--- src/rtl/fir4_pkg.sv ---
// Shared constants and sample/sum types for the 4-tap unity FIR.
// Sums carry two guard bits so four full-scale taps never overflow.
package fir4_pkg;
  localparam int W   = 16;
  localparam int BLK = 4;

  typedef logic signed [W-1:0] sample_t;
  typedef logic signed [W+1:0] sum_t;
endpackage

--- src/rtl/fir4_carry_select_adder_u_csel.sv ---
// N-bit carry-select adder built from BLK-bit ripple blocks.
// Final carry-out is dropped: result is sum mod 2^N.
module csel_adder #(
  parameter int N   = 17,
  parameter int BLK = fir4_pkg::BLK
) (
  input  logic signed [N-1:0] a,
  input  logic signed [N-1:0] b,
  output logic        [N-1:0] sum
);
  import fir4_pkg::*;

  localparam int NB = (N + BLK - 1) / BLK;
  localparam int NC = (NB > 1) ? NB - 1 : 1;

  // cb[i] is the resolved carry out of block i
  logic [NC-1:0] cb;

  for (genvar i = 0; i < NB; i++) begin : g_blk
    localparam int LO = i * BLK;
    localparam int BW = (N - LO < BLK) ? N - LO : BLK;
    localparam int CW = (i == NB - 1) ? BW - 1 : BW;

    logic [CW:0]   c0;
    logic [BW-1:0] s0;

    assign c0[0] = 1'b0;
    for (genvar j = 0; j < BW; j++) begin : g_r0
      assign s0[j] = a[LO+j] ^ b[LO+j] ^ c0[j];
      if (j < CW) begin : g_c
        assign c0[j+1] = (a[LO+j] & b[LO+j]) |
                         (a[LO+j] & c0[j]) |
                         (b[LO+j] & c0[j]);
      end
    end

    if (i == 0) begin : g_lsb
      assign sum[LO +: BW] = s0;
      if (NB > 1) begin : g_co
        assign cb[0] = c0[BW];
      end
    end else begin : g_sel
      logic [CW:0]   c1;
      logic [BW-1:0] s1;

      assign c1[0] = 1'b1;
      for (genvar j = 0; j < BW; j++) begin : g_r1
        assign s1[j] = a[LO+j] ^ b[LO+j] ^ c1[j];
        if (j < CW) begin : g_c
          assign c1[j+1] = (a[LO+j] & b[LO+j]) |
                           (a[LO+j] & c1[j]) |
                           (b[LO+j] & c1[j]);
        end
      end

      assign sum[LO +: BW] = cb[i-1] ? s1 : s0;
      if (i < NB - 1) begin : g_co
        assign cb[i] = cb[i-1] ? c1[BW] : c0[BW];
      end
    end
  end
endmodule

--- src/rtl/fir4_carry_select_adder_u.sv ---
// 4-tap unity-coefficient signed FIR: s = sum of last four samples.
// Balanced two-level carry-select tree between tap and output flops.
module fir4_carry_select_adder_u #(
  parameter int w   = fir4_pkg::W,
  parameter int BLK = fir4_pkg::BLK
) (
  input  logic         clk,
  input  logic         reset,
  input  logic [w-1:0] a,
  output logic [w+1:0] s
);
  import fir4_pkg::*;

  logic [w-1:0] ar_q, br_q, cr_q, dr_q;
  logic [w-1:0] ar_d, br_d, cr_d, dr_d;
  logic [w+1:0] s_q, s_d;
  logic [w:0]   p, q;
  logic [w+1:0] t;

  csel_adder #(.N(w+1), .BLK(BLK)) u_add_p (
    .a   ({ar_q[w-1], ar_q}),
    .b   ({br_q[w-1], br_q}),
    .sum (p)
  );

  csel_adder #(.N(w+1), .BLK(BLK)) u_add_q (
    .a   ({cr_q[w-1], cr_q}),
    .b   ({dr_q[w-1], dr_q}),
    .sum (q)
  );

  csel_adder #(.N(w+2), .BLK(BLK)) u_add_t (
    .a   ({p[w], p}),
    .b   ({q[w], q}),
    .sum (t)
  );

  always_comb begin
    ar_d = a;
    br_d = ar_q;
    cr_d = br_q;
    dr_d = cr_q;
    s_d  = t;
  end

  always_ff @(posedge clk or negedge reset) begin
    if (!reset) begin
      ar_q <= '0;
      br_q <= '0;
      cr_q <= '0;
      dr_q <= '0;
      s_q  <= '0;
    end else begin
      ar_q <= ar_d;
      br_q <= br_d;
      cr_q <= cr_d;
      dr_q <= dr_d;
      s_q  <= s_d;
    end
  end

  assign s = s_q;
endmodule

--- config.mk ---
export PLATFORM = sky130hd
export DESIGN_NAME = fir4_carry_select_adder_u
export DESIGN_NICKNAME = d
export VERILOG_FILES = /design/src/rtl/fir4_pkg.sv /design/src/rtl/fir4_carry_select_adder_u_csel.sv /design/src/rtl/fir4_carry_select_adder_u.sv
export SDC_FILE = /design/constraint.sdc
export NUM_CORES = 1
export LEC_CHECK = 0
export ABC_AREA = 1
export CORE_MARGIN = 5
export CORE_UTILIZATION = 50
export DETAILED_ROUTE_END_ITERATION = 8
export PLACE_DENSITY = 0.77
export SLEW_MARGIN = 20
export SYNTH_ARGS = -nofsm -noshare
export SYNTH_HDL_FRONTEND = slang
export SYNTH_SLANG_ARGS = --single-unit
--- constraint.sdc ---
create_clock -name clk -period 10 [get_ports clk]
set_input_delay 2 -clock clk [delete_from_list [all_inputs] [get_ports clk]]
set_output_delay 2 -clock clk [all_outputs]
set_load 0.005 [all_outputs]
==> metrics.yaml <==
status:
  status: "complete, no violations"
global_route:
  grt_max_degree: 83
  grt_pass1_wl_microns: 14500
  first_global_vias: 3446
  overflow: 0
  grt_usage_pct: 15.93
  antenna_found_initial: 0
route:
  antenna_left: 0
  drtPass1Iterations: 4
  routedWlPerCell_microns: 12.12
  drt_iter0_drc: 115
  viasPerCell: 4.918
  vias: 3236
  routed_wirelength_microns: 7975
  drc: 0
die:
  num_rows: 35
  core_sq_um: 9153
  die_h_microns: 106.2
  fp.dieW_microns: 106.2
  dieArea_sq_um: 11280
  io_pins: 36
  initial_core_util_pct: 50.57
synthesis:
  seq_area_frac_synth_pct: 44.34
  synthFlopType: "dfrtp_1"
  ys_types: 28
  synth-seq-cells: 82
  synth_common_cells: "96 x inv_1, 95 x nand2_1, 82 x dfrtp_1"
  postSynthAreaPerCell_sq_um: 9.312
  ys.warnings.count: 0
  synthTopCellsByArea: "dfrtp_1 44%, ha_1 14%, inv_1 7.8%"
  async_flop_share_pct: 100.0
  synth_cells: 497
  yosysMostFrequentCell: "inv_1"
  yosys.area.top_type_share_pct: 44.34
  syn_area_sq_um: 4628
  syn_nets: 574
  synth_edf_count: 0
  yosysTopAreaCell: "dfrtp_1"
worst_setup_path:
  cp_max_fo: 3
  crit_path_start_kind: "register"
  rr_endpoint: "s[17]$_DFF_PN0_"
  worst-setup-path-type: "register to register"
  critical_path_arrival_ps: 4350
  reg2reg_from: "ar_q[0]$_DFF_PN0_"
  rrSetupSlack_ps: 5890
  endpoint_kind: "register"
  worstPathRequired_ps: 10250
  worst-r2r-cell-count: 25
placed_design:
  pre_cts_slack_ps: 5881
  placed_area_sq_um: 5115
  hpwl_microns: 5953
  place_congestion: 0.8321
  place.port_buffers: 35
  dp.cells: 643
layout:
  syn_to_final_growth_pct: 16.00
  fill_cells: 763
  n_antenna_cell: 0
  final_nets: 620
  finish.instance_area_sq_um: 5369
  fin_util_pct: 58.66
  final_cells: 658
  drive_gt1_share_pct: 9.141
timing:
  tightest_slew_ps: 724.0
  fin_tns_setup_ps: 0
  hold_viol: 0
  rsz0062_at_grt: "false"
  drv_slew: 0
  min_period_ps: 4105
  finalClockSkew_ps: 8.014
  fin_hold_ws_ps: 377.4
  timing.final.ws_setup_ps: 5895
  slew_headroom_pct: 51.73
  setup_viol: 0
  timing.final.crit_share_pct: 41.05
  clock.fmax_mhz: 243.6
power:
  p_total_mw: 1.080
  p_per_area_nw_per_um2: 201.2
  p_leak_nw: 2.832
  ir_drop_mv: 0.08422
min_path:
  hold_depth: 0
  min-delay-start: "ar_q[2]$_DFF_PN0_"
  min_to: "br_q[2]$_DFF_PN0_"
  hold_path_class: "register to register"
cts:
  cts_resized: 0
  numCtsBuffers: 9
  cts_hold_buf: 0
  cts.path.max_buffers: 2
  clkTransAtPathRegs_ps: 80
  cts.sinks: 82
  post-cts-setup-buffers: 0
  insertion_delay_ps: 350
  clockRootBuffer: "clkbuf_8"
  cts_tree: "done"
  cts_max_level: 3
run:
  drv_cap: 0
[state kept, by name, indices dropped and copies added (netlist names)]
signal  count
ar_q       16
br_q       16
cr_q       16
dr_q       16
s          18
[critical path, cell delays in order (launching register included)]
cell and delay [ps]:
dfrtp_1 360, ha_1 150, inv_1 50, fa_1 470
inv_1 60, fa_1 450, fa_1 410, fa_1 440
a21oi_1 250, nand2_1 110, nand2_2 80, nand2_1 70
nand2_2 70, nand2_2 60, nand2_2 80, nand2_2 50
nand3_1 80, nand2_2 70, nand2_2 80, nand2_4 60
nand2_4 70, nand4_1 170, nand3_2 140, nand2_1 50
nand3_1 60, nand2_1 50
[cells in the final DEF, fill, tap and decap left out]
cell,Yosys,final
nor2_2,1,1
or2_1,4,4
a21oi_1,9,9
fa_1,9,9
o21ai_2,1,1
bufinv_16,0,3
nand4_1,10,10
inv_2,6,6
nor2_1,23,23
buf_6,0,1
xnor2_1,5,5
nand3_4,3,3
ha_1,50,50
xor2_1,23,23
nand2_1,95,95
o21ai_1,1,1
clkinv_4,0,1
a21oi_2,1,1
a31oi_1,1,1
o21ai_0,7,7
or2_2,2,2
clkbuf_8,0,11
inv_1,96,96
o21bai_1,4,4
nand2_2,10,10
clkdlybuf4s50_1,0,34
nand3_2,4,4
dfrtp_1,82,82
and2_1,2,2
nand2_4,6,6
nand3b_1,3,3
or2_0,1,1
nand3_1,38,38
[final cells by class]
type                       instances  area, sq um  area share [%]
multi-input combinational        313         2193           40.85
sequential                        82         2052           38.22
inverter                         102        382.9           7.131
tap                              111        138.9           2.587
clock buffer                      11        151.4           2.820
clock inverter                     4        98.84           1.841
timing repair buffer              35        351.6           6.549
[cell families after synthesis]
kind of cell    share of synthesized area (%)
compound gates                          3.001
xor+xnor                                5.299
fa+ha+maj                               17.41
buf+inv                                 8.273
flops                                   44.34
simple gates                            21.68
[layer usage]
metal	GRT usage, %	vias up	share of wire [%]
met3	2.550	12	2.8
met1	19.51	1526	45
met5	0	-	0
met2	27.51	61	50
li1	-	1637	-
met4	7.308	0	1.8
[worst max-delay path by stage]
stage	from	to	slack [ps]	depth (start not counted)
finish	ar_q[0]$_DFF_PN0_	s[17]$_DFF_PN0_	5890	25
CTS	ar_q[0]$_DFF_PN0_	s[17]$_DFF_PN0_	5870	25
global placement	ar_q[0]$_DFF_PN0_	s[17]$_DFF_PN0_	6080	25
global route	ar_q[0]$_DFF_PN0_	s[17]$_DFF_PN0_	5560	25
detailed placement	br_q[0]$_DFF_PN0_	s[17]$_DFF_PN0_	5880	25
floorplan	ar_q[0]$_DFF_PN0_	s[17]$_DFF_PN0_	6280	25
[where the power goes]
| group | internal [mW] | switching [mW] |
|---|---|---|
| clock network | 0.179 | 0.119 |
| logic | 0.179 | 0.201 |
| registers | 0.383 | 0.0197 |
Note: power is estimated with default switching activity, not from simulation.
